==> config.mk <==
export PLATFORM = sky130hd
export DESIGN_NAME = jtag_tap_regs
export DESIGN_NICKNAME = d
export VERILOG_FILES = /design/src/rtl/jtag_tap_regs.sv
export SDC_FILE = /design/constraint.sdc
export NUM_CORES = 1
export LEC_CHECK = 0
export CAP_MARGIN = 20
export CORE_UTILIZATION = 46
export CTS_BUF_LIST = sky130_fd_sc_hd__clkbuf_2
export CTS_CLUSTER_SIZE = 8
export DETAILED_ROUTE_END_ITERATION = 8
export DONT_BUFFER_PORTS = 1
export SYNTH_ARGS = -nofsm -noshare
export SYNTH_HDL_FRONTEND = slang
export SYNTH_SLANG_ARGS = --single-unit
==> constraint.sdc <==
create_clock -name tck -period 3.07 [get_ports tck]
set_clock_uncertainty 0.1 [all_clocks]
set_input_delay 0.4605 -clock tck [delete_from_list [all_inputs] [get_ports tck]]
set_output_delay 0.4605 -clock tck [all_outputs]
set_load 0.01 [all_outputs]
==> src/rtl/jtag_tap_regs.sv <==
// jtag_tap_regs: IR plus BYPASS/IDCODE/USER data registers behind a JTAG TAP, with falling-edge TDO.
// Define JTAG_USERCODE_EN to add a 32-bit USERCODE register on opcode 2.
module jtag_tap_regs #(
    parameter int                IR_W         = 4,
    parameter logic [31:0]       IDCODE_VAL   = 32'h1000_0001,
    parameter int                USER_W       = 32,
    parameter logic [IR_W-1:0]   INSTR_IDCODE = IR_W'(4'h1),
    parameter logic [IR_W-1:0]   INSTR_USER   = IR_W'(4'h8)
`ifdef JTAG_USERCODE_EN
    ,
    parameter logic [31:0]       USERCODE_VAL = 32'h0000_0000
`endif
) (
    input  logic              tck,
    input  logic              resetn,
    input  logic              tap_reset,
    input  logic              capture_ir,
    input  logic              shift_ir,
    input  logic              update_ir,
    input  logic              capture_dr,
    input  logic              shift_dr,
    input  logic              update_dr,
    input  logic              tdi,
    output logic              tdo,
    output logic              tdo_en,
    output logic [IR_W-1:0]   ir_out,
    input  logic [USER_W-1:0] user_dr_in,
    output logic [USER_W-1:0] user_dr_out,
    output logic              user_dr_upd
);
    logic [IR_W-1:0]   ir_sr;
    logic              bypass_sr;
    logic [31:0]       idcode_sr;
    logic [USER_W-1:0] user_sr;
    logic              sel_idcode, sel_user, sel_usercode, sel_bypass;
    logic              usercode_bit, dr_bit, tdo_d, user_upd;

    assign sel_idcode = ir_out == INSTR_IDCODE;
    assign sel_user   = !sel_idcode && ir_out == INSTR_USER;
    assign sel_bypass = !(sel_idcode || sel_user || sel_usercode);
    assign user_upd   = !tap_reset && update_dr && sel_user;

`ifdef JTAG_USERCODE_EN
    logic [31:0] usercode_sr;
    assign sel_usercode = !sel_idcode && !sel_user && ir_out == IR_W'(2);
    assign usercode_bit = usercode_sr[0];
    always_ff @(posedge tck or negedge resetn)
        if (!resetn)
            usercode_sr <= '0;
        else if (sel_usercode && capture_dr)
            usercode_sr <= USERCODE_VAL;
        else if (sel_usercode && shift_dr)
            usercode_sr <= {tdi, usercode_sr[31:1]};
`else
    assign sel_usercode = 1'b0;
    assign usercode_bit = 1'b0;
`endif

    always_comb begin
        dr_bit = sel_idcode ? idcode_sr[0] : sel_user ? user_sr[0] : sel_usercode ? usercode_bit : bypass_sr;
        tdo_d  = shift_ir ? ir_sr[0] : dr_bit;
    end

    // tap_reset outranks update_ir so a TLR always lands on IDCODE
    always_ff @(posedge tck or negedge resetn)
        if (!resetn) begin
            ir_sr  <= '0;
            ir_out <= INSTR_IDCODE;
        end else begin
            if (capture_ir)
                ir_sr <= IR_W'(1);
            else if (shift_ir)
                ir_sr <= {tdi, ir_sr[IR_W-1:1]};
            if (tap_reset)
                ir_out <= INSTR_IDCODE;
            else if (update_ir)
                ir_out <= ir_sr;
        end

    always_ff @(posedge tck or negedge resetn)
        if (!resetn) begin
            bypass_sr <= 1'b0;
            idcode_sr <= '0;
            user_sr   <= '0;
        end else begin
            if (sel_bypass && capture_dr)
                bypass_sr <= 1'b0;
            else if (sel_bypass && shift_dr)
                bypass_sr <= tdi;
            if (sel_idcode && capture_dr)
                idcode_sr <= IDCODE_VAL;
            else if (sel_idcode && shift_dr)
                idcode_sr <= {tdi, idcode_sr[31:1]};
            if (sel_user && capture_dr)
                user_sr <= user_dr_in;
            else if (sel_user && shift_dr)
                user_sr <= {tdi, user_sr[USER_W-1:1]};
        end

    always_ff @(posedge tck or negedge resetn)
        if (!resetn) begin
            user_dr_out <= '0;
            user_dr_upd <= 1'b0;
        end else begin
            user_dr_upd <= user_upd;
            if (user_upd)
                user_dr_out <= user_sr;
        end

    always_ff @(negedge tck or negedge resetn)
        if (!resetn) begin
            tdo    <= 1'b0;
            tdo_en <= 1'b0;
        end else begin
            tdo_en <= shift_ir || shift_dr;
            if (shift_ir || shift_dr)
                tdo <= tdo_d;
        end
endmodule

==> results.yml, run 1 <==
critical_path:
  cp-endpoint: "tdo"
  worstPathArrival_ns: 1.87
  crit_chain: "or4b_4, o221ai_2, o21ai_1"
  r2r-end: "tdo"
  crit_path_max_fanout: 2
  critPathLaunchType: "register"
  end_kind: "register"
  r2r-start: "ir_out[0]"
  crit_start: "ir_out[0]"
  r2r_cells: 3
  ff2ff_setup_slack_ns: -0.07
  max_stage_delay_ns: 0.59
  path_class: "register to register"
  critPathSlowestCell: "dfstp_2"
  worstPathRequired_ns: 1.80
power_and_ir_drop:
  p_per_area_nw_per_um2: 457
  worst_ir_drop_vdd_v: 0.000224
  total_power_mw: 2.50
  p_leak_nw: 2.50
placed_design:
  hpwlAfterDp_mm: 5.86
  routabilityCongestion: 0.822
  post_dp_cell_area_um2: 4820
  io_buffer_count: 0
  dp_cells: 536
global_route:
  grt_max_degree: 107
  grt_pass1_wl_mm: 16.9
  antenna_found_initial: 0
  grt_overflow_total: 0
  track_usage: 0.207
  grt_pass1_vias: 3389
clock_network:
  cts-buffers-inserted: 9
  cts.clk_slew.worst_paths_ns: 0.33
  insertion_delay_ns: 0.57
  clock_path_buffers: 2
  htreeDepth: 3
  cts_root_buf: "clkbuf_2"
  clock-sinks: 108
  cts_tree: "built"
route:
  route.met2.wl_mm: 5.01
  num_vias: 3401
  dr.pass1.iters: 4
  drt_iter0_drc: 232
  route.met3.wl_um: 428
  drt_wl_total_mm: 10.4
  drc_errors: 0
  dr.max_layer_used: "met4"
  post_drt_wl_per_cell_um: 17.4
  drtAntennaViolNets: 0
  wl_met1_mm: 4.86
  vias_per_cell: 5.70
floorplan:
  die_w_um: 103
  core_area_um2: 9860
  start_util: 0.477
  die_y_um: 103
  io-pin-count: 81
  die_area_um2: 10600
  rows: 36
sta:
  holdWs_ns: 0.0668
  finalWorstSetupSlack_ns: -0.0662
  finalHoldViolCount: 0
  rsz0062_at_grt: "yes"
  slew-limit-headroom: 0.563
  setup_viol: 3
  drv_slew: 0
  worst_slew_pin_slew_ns: 0.656
finish:
  finalNetCount: 501
  syn2layout_area_growth_pct: 16.0
  drive_gt1_frac: 0.0991
  finalNonFillerCells: 597
  num_antenna_cells: 0
  design_area_um2: 5460
logic_synthesis:
  yosysUniqueCellTypes: 34
  ys_ff_latch: 108
  synth_cells: 429
  avgSynthCellArea_um2: 11.0
  syn-num-nets: 471
  syn_area_um2: 4710
  yosysWarningCount: 0
  yosysSeqAreaShare: 0.574
run_status:
  violations: "setup timing"
  status: "complete, but fails checks"
flow_run:
  cap_violations: 0
worst_hold_path:
  hp-class: "input pin to register"
==> cells by family after synthesis <==
| kind of cell | count (synthesis) | share of synthesized area |
|---|---|---|
| xor+xnor | 1 | 0.00186 |
| mux | 52 | 0.119 |
| simple gates | 70 | 0.0704 |
| compound gates | 141 | 0.185 |
| buf+inv | 57 | 0.0494 |
| flops | 108 | 0.574 |
==> worst min-delay path by stage <==
stage | slack [ns] | endpoint | startpoint | cells after the start
floorplan | 0.06 | bypass_sr | resetn | 0
global placement | 0.07 | idcode_sr[6] | resetn | 0
detailed placement | 0.07 | idcode_sr[4] | resetn | 0
CTS | 0.02 | user_sr[27] | shift_dr | 3
global route | 0.03 | user_sr[27] | shift_dr | 3
finish | 0.07 | user_sr[27] | shift_dr | 3
==> flip-flops by register name, indices dropped and copies added, names as in the netlist <==
| signal | count |
|---|---|
| ir_out | 4 |
| ir_sr | 4 |
| user_dr_upd | 1 |
| user_dr_out | 32 |
| idcode_sr | 32 |
| bypass_sr | 1 |
| tdo | 1 |
| user_sr | 32 |
| tdo_en | 1 |
==> area by class of cell <==
type                       instances  area, µm²
fill                             866       4400
sequential                       108       2700
multi-input combinational        264       1800
timing repair buffer              57        568
tap                              133        166
clock inverter                     7        108
inverter                          19       71.3
clock buffer                       9       45.0
==> critical path: cells and delay by family, from the launching register on <==
family | cells | cell delay (ns)
compound gates | 2 | 0.24
flops | 1 | 0.59
simple gates | 1 | 0.47
==> layout by cell type (no fill, tap or decap), types with 2 or more instances in the layout <==
cell,netlist,routed
dfrtp_1,105,105
o21ai_0,51,50
dlygate4sd3_1,0,43
nor2_1,42,41
o31ai_1,34,34
a21oi_1,33,32
mux2_1,29,29
mux2i_1,20,20
inv_1,19,19
o41ai_1,16,16
nand2_1,15,15
buf_4,0,12
clkbuf_2,3,9
mux2_2,3,3
nor2b_1,3,3
or4b_4,0,2
a211o_1,2,2
or2_2,2,2
bufinv_16,0,2
inv_6,0,2
dfrtn_1,2,2
==> metal layers <==
metal	up-vias	GRT usage
met5	-	0
met4	0	0.0639
met3	12	0.0464
met2	73	0.337
met1	1723	0.280
li1	1593	-
==> power breakdown <==
part | internal (mW) | leakage [nW] | switching, mW
Combinational | 0.101 | 0.927 | 0.139
Clock | 0.283 | 0.0896 | 0.492
Sequential | 1.46 | 1.49 | 0.0203
Total | 1.84 | 2.50 | 0.651
==> synth_stat cells <==
master,number,area share
nor2_1,42,0.033
o21ai_1,1,0.0011
nand2_1,15,0.012
a211oi_1,1,0.0016
or4b_2,2,0.0043
nor2_2,1,0.0013
nor4b_4,1,0.0050
dfrtn_1,2,0.011
nand3b_1,1,0.0016
o41ai_1,16,0.030
inv_1,19,0.015
dfstp_2,1,0.0056
buf_1,1,0.00080
mux2i_1,20,0.043
mux2_1,29,0.069
nand3b_2,1,0.0024
o21ai_0,51,0.054
a211o_1,2,0.0037
or2_2,2,0.0027
mux2_2,3,0.0072
o31ai_1,34,0.054
nor3b_1,1,0.0016
a21oi_1,33,0.035
buf_2,6,0.0064
o221ai_1,1,0.0019
clkbuf_1,27,0.022
clkbuf_2,3,0.0032
dfrtp_1,105,0.56
o2111ai_1,1,0.0019
or4b_1,1,0.0021
buf_6,1,0.0024
nor2b_1,3,0.0040
xnor2_1,1,0.0019
a22oi_1,1,0.0016
==> stage by stage <==
stage | setup WS (ns) | TNS (ns) | util
after floorplan | -0.219 | -0.219 | -
after global placement | -0.0142 | -0.0142 | 0.489
after detailed placement | -0.0107 | -0.0107 | 0.489
after CTS | -0.0769 | -0.177 | 0.554
after global routing | -0.141 | -0.281 | 0.554
final | -0.0662 | -0.100 | 0.554
==> what timing repair did <==
| action | 4_1_cts | 5_1_grt |
|---|---|---|
| setup endpoints to repair | 3 | 3 |
| setup buffers | 0 | 0 |
| hold buffers | 45 | 0 |
| pin swaps | 1 | 0 |
| hold endpoints to repair | 165 | 0 |
| gates resized for setup | 2 | 0 |
No activity file was read; power rests on OpenSTA's default activity.
==> run 2, diff against run 1 <==
- CORE_ASPECT_RATIO: default -> 0.6
==> run 2 against run 1 <==
The run still ends with setup timing left. Global-route usage grew 1.1 points. Via count shrank 0.32%. Non-clock buffer count rose by 1. Utilization shrank 0.71 points. Final cell count rose by 0.50%. Flip-flop and latch count stayed put. Critical path depth unchanged. Critical endpoint unchanged.
==> results.yml, run 2 (same netlist as run 1, synthesis figures left out) <==
route:
  num_vias: 3390
  drt_iter0_drc: 279
  drc_errors: 0
  post_drt_wl_per_cell_um: 18.3
  drtAntennaViolNets: 0
  vias_per_cell: 5.65
  dr.pass1.iters: 4
  drt_wl_total_mm: 11.0
finish:
  finalNetCount: 502
  drive_gt1_frac: 0.101
  num_antenna_cells: 0
  post-route-util: 0.547
  top_regs: "idcode_sr (32), user_dr_out (32), user_sr (32)"
  syn2layout_area_growth_pct: 15.1
  mostFrequentLayoutCell: "dfrtp_1"
  layout_common_cells: "105 x dfrtp_1, 50 x o21ai_0, 41 x nor2_1, 41 x dlygate4sd3_1, 34 x o31ai_1"
clock_network:
  cts_root_buf: "clkbuf_2"
  cts-buffers-inserted: 9
  cts_tree: "built"
  clock_path_buffers: 2
  cts.clk_slew.worst_paths_ns: 0.26
  htreeDepth: 3
  insertion_delay_ns: 0.58
  clock-sinks: 108
critical_path:
  end_kind: "register"
  crit_family: "flip-flops"
  worstPathRequired_ns: 1.78
  path_class: "register to register"
  path_buf_inv: 0
  crit_path_max_fanout: 2
  critPathSlowestCell: "dfstp_2"
  worstPathArrival_ns: 1.84
  crit_chain: "or4b_4, o221ai_2, o21ai_1"
  max_stage_delay_ns: 0.58
  critPathLaunchType: "register"
sta:
  drv_slew: 0
  setup_viol: 2
  worst_slew_pin_slew_ns: 0.779
  finalWorstSetupSlack_ns: -0.0556
  slew-limit-headroom: 0.479
  rsz0062_at_grt: "yes"
  fin_setup_tns_ns: -0.0957
  finalHoldViolCount: 0
power_and_ir_drop:
  p_per_area_nw_per_um2: 436
  total_power_mw: 2.37
  p_leak_nw: 2.49
  worst_ir_drop_vdd_v: 0.000227
worst_hold_path:
  hp-class: "input pin to register"
run_status:
  violations: "setup timing"
  status: "complete, but fails checks"
floorplan:
  io-pin-count: 81
  start_util: 0.475
  die_area_um2: 10700
  rows: 28
  die_w_um: 133
  core_area_um2: 9910
  die_y_um: 80.4
global_route:
  grt_pass1_vias: 3361
  track_usage: 0.219
  grt_max_degree: 107
  grt_overflow_total: 0
  grt_pass1_wl_mm: 17.9
  antenna_found_initial: 0
placed_design:
  io_buffer_count: 0
  routabilityCongestion: 0.778
  hpwlAfterDp_mm: 6.38
flow_run:
  cap_violations: 0
## run 2: changes by cell type in the layout (fill, tap and decap cells not counted), sizes merged
| cell | previous run | this run |
|---|---|---|
| clkinv | 3 | 4 |
| buf | 14 | 17 |
| clkbuf | 9 | 10 |
| clkinvlp | 0 | 1 |
| bufinv | 2 | 1 |
| inv | 21 | 19 |
| dlygate4sd3 | 43 | 41 |
## run 2: report_power, final
part	leakage [nW]	switching, mW	internal [mW]
Combinational	0.939	0.142	0.100
Clock	0.0668	0.459	0.183
Sequential	1.49	0.0227	1.46
Total	2.49	0.624	1.74
## run 2: path summary, 6_finish.rpt
| kind | startpoint | end | slack [ns] | cells after the start |
|---|---|---|---|---|
| setup / recovery | ir_out[0] | tdo | -0.06 | 3 |
| hold / removal | shift_dr | bypass_sr | 0.09 | 3 |
| setup reg to reg | ir_out[0] | tdo | -0.06 | 3 |
| hold reg to reg | user_sr[3] | user_dr_out[3] | 0.42 | 1 |
| max in group asynchronous | resetn | tdo | 1.83 | 0 |
| min in group asynchronous | resetn | user_dr_out[28] | 0.31 | 2 |
## run 2: repair_timing
action / in CTS / in global routing
endpoints found under the hold margin: 165 / 0
resized for setup: 2 / 0
hold buffers: 43 / 0
pin swaps: 0 / 0
setup endpoints to repair: 3 / 3
buffers inserted: 1 / 0
## run 2: cell type report
class,instances,area [µm²]
tap,135,169
multi-input combinational,264,1800
clock buffer,10,50.0
fill,891,4490
timing repair buffer,58,571
inverter,19,71.3
clock inverter,6,55.1
sequential,108,2700
## run 2: worst reg2reg max path, cell delays in order, from the launching register on
cell	delay [ns]
dfstp_2	0.58
or4b_4	0.47
o221ai_2	0.17
o21ai_1	0.07
## run 2: metal layers
| metal | share of wire | global-route usage | wire [µm] | vias up |
|---|---|---|---|---|
| li1 | - | - | - | 1592 |
| met2 | 0.45 | 0.322 | 4920 | 100 |
| met3 | 0.063 | 0.0720 | 692 | 4 |
| met5 | 0 | 0 | 0 | - |
| met4 | 0.0038 | 0.0517 | 42 | 0 |
| met1 | 0.49 | 0.311 | 5350 | 1694 |
## run 2: through the flow
step	setup slack, ns	cells	instance area [µm²]	hold slack (ns)
floorplan	-0.219	429	4730	0.0649
global placement	-0.0217	540	4840	0.0700
detailed placement	-0.0376	540	4840	0.0699
CTS	-0.105	600	5420	0.0225
global route	-0.138	600	5420	0.0371
finish	-0.0556	600	5420	0.0893
==> run 3, diff against run 2 <==
- GPL_TIMING_DRIVEN: default -> 0
- PLACE_DENSITY_LB_ADDON: default -> 0.12
==> run 3 against run 2 <==
The flow still finishes with violations (setup timing). Worst setup slack got worse by 0.18 ns. Sequential share of layout area is 0.33 points lower. Combinational power is 2% higher. Clock-buffer cell count decreased by 1. Final cell count rose by 3.2%. Critical path depth rose by 1. Routed wire length up 2.6%. Sequential power hardly changed. First-iteration DRC count fell by 21%. Register-to-register slack worse by 0.18 ns. Total power up 7.1%. Clock power grew 24%. Largest cell class unchanged. Highest routed layer unchanged.
==> results.yml, run 3 (same netlist as run 1, synthesis figures left out) <==
placed_design:
  pre_cts_slack_ns: -0.321
  io_buffer_count: 0
  routabilityCongestion: 0.771
  hpwlAfterDp_mm: 7.37
  post_dp_cell_area_um2: 4900
route:
  post_drt_wl_per_cell_um: 18.3
  drt_iter0_drc: 220
  drtAntennaViolNets: 0
  num_vias: 3506
  dr.pass1.iters: 4
  drc_errors: 0
  drt_wl_total_mm: 11.3
  vias_per_cell: 5.66
global_route:
  antenna_found_initial: 0
  grt_max_degree: 107
  grt_pass1_wl_mm: 18.4
  track_usage: 0.227
  grt_overflow_total: 0
  grt_pass1_vias: 3428
worst_hold_path:
  holdPathStages: 2
  min_to: "user_dr_out[31]"
  hp-start: "update_dr"
  hp-class: "input pin to register"
floorplan:
  core_area_um2: 9910
  rows: 28
  die_w_um: 133
  die_area_um2: 10700
  die_y_um: 80.4
  io-pin-count: 81
  start_util: 0.475
clock_network:
  insertion_delay_ns: 0.62
  cts_root_buf: "clkbuf_2"
  cts.clk_slew.worst_paths_ns: 0.30
  cts_tree: "built"
  clock-sinks: 108
  clock_path_buffers: 2
  htreeDepth: 3
  cts-buffers-inserted: 9
sta:
  drv_slew: 0
  setup_viol: 3
  slew-limit-headroom: 0.598
  worst_slew_pin_slew_ns: 0.603
  holdWs_ns: 0.0616
  finalWorstSetupSlack_ns: -0.240
  finalHoldViolCount: 0
  rsz0062_at_grt: "yes"
critical_path:
  path_buf_inv: 1
  r2r-start: "ir_out[0]"
  critPathSlowestCell: "dfstp_2"
  max_stage_delay_ns: 0.65
  path_class: "register to register"
  critPathLaunchType: "register"
  end_kind: "register"
  r2r_cells: 4
  crit_chain: "buf_6, or4b_4, o221ai_2, o21ai_1"
  ff2ff_setup_slack_ns: -0.24
  crit_path_max_fanout: 2
  worstPathRequired_ns: 1.81
  worstPathArrival_ns: 2.05
  crit_family: "flip-flops"
  r2r-end: "tdo"
power_and_ir_drop:
  worst_ir_drop_vdd_v: 0.000242
  p_leak_nw: 2.48
  p_per_area_nw_per_um2: 464
finish:
  num_antenna_cells: 0
  nFillCells: 865
  layout_common_cells: "102 x dfrtp_1, 50 x o21ai_0, 42 x nor2_1"
  mostFrequentLayoutCell: "dfrtp_1"
  design_area_um2: 5460
  top_regs: "idcode_sr (32), user_dr_out (32), user_sr (32)"
  finalNetCount: 521
  syn2layout_area_growth_pct: 16.1
  drive_gt1_frac: 0.0930
run_status:
  status: "complete, but fails checks"
  violations: "setup timing"
flow_run:
  cap_violations: 0
[run 3: metal layers]
| metal | global-route usage | wire [µm] | vias up |
|---|---|---|---|
| li1 | - | - | 1632 |
| met1 | 0.342 | 5740 | 1757 |
| met2 | 0.309 | 4730 | 107 |
| met3 | 0.0720 | 726 | 10 |
| met4 | 0.0609 | 102 | 0 |
| met5 | 0 | 0 | - |
[run 3: power by group]
part           switching, mW  internal [mW]  total, mW
clock                  0.513          0.286      0.799
sequential            0.0253           1.46       1.49
combinational          0.148          0.100      0.248
[run 3: final cells by class]
class,instances,area [µm²],share of cell area
Clock buffer,9,45.0,0.00824
Tap cell,135,169,0.0309
Clock inverter,7,106,0.0195
Multi-Input combinational cell,264,1790,0.327
Sequential cell,108,2710,0.496
Inverter,19,71.3,0.0131
Buffer,37,163,0.0298
Timing Repair Buffer,40,413,0.0756
[run 3: worst max-delay path by stage]
| stage | from | end | slack [ns] | cells after the start |
|---|---|---|---|---|
| after floorplan | ir_out[0] | tdo | -0.22 | 5 |
| after global placement | ir_out[0] | tdo | -0.30 | 5 |
| after detailed placement | ir_out[0] | tdo | -0.32 | 5 |
| after CTS | ir_out[0] | tdo | -0.26 | 4 |
| after global routing | ir_out[0] | tdo | -0.30 | 4 |
| final | ir_out[0] | tdo | -0.24 | 4 |
[run 3: metrics by stage]
stage          TNS, ns  std cells  utilization  power [mW]
4_1_cts         -0.424        619        0.551        2.56
2_1_floorplan   -0.219        429            -        1.63
3_3_place_gp    -0.301        564        0.494        1.68
6_report        -0.330        619        0.551        2.53
5_1_grt         -0.511        619        0.551        2.64
3_5_place_dp    -0.321        564        0.494        1.68
[run 3: worst reg2reg max path: cells and delay by family, from the launching register on]
kind,cells,cell delay [ns]
and+or+nand+nor,1,0.46
buffers and inverters,1,0.11
DFF,1,0.65
AOI/OAI and AO/OA,2,0.24
[run 3: what timing repair did]
action,4_1_cts,5_1_grt
endpoints found under the setup margin,3,3
hold buffers,38,0
resized for setup,5,0
endpoints found under the hold margin,148,0
buffers inserted,2,0
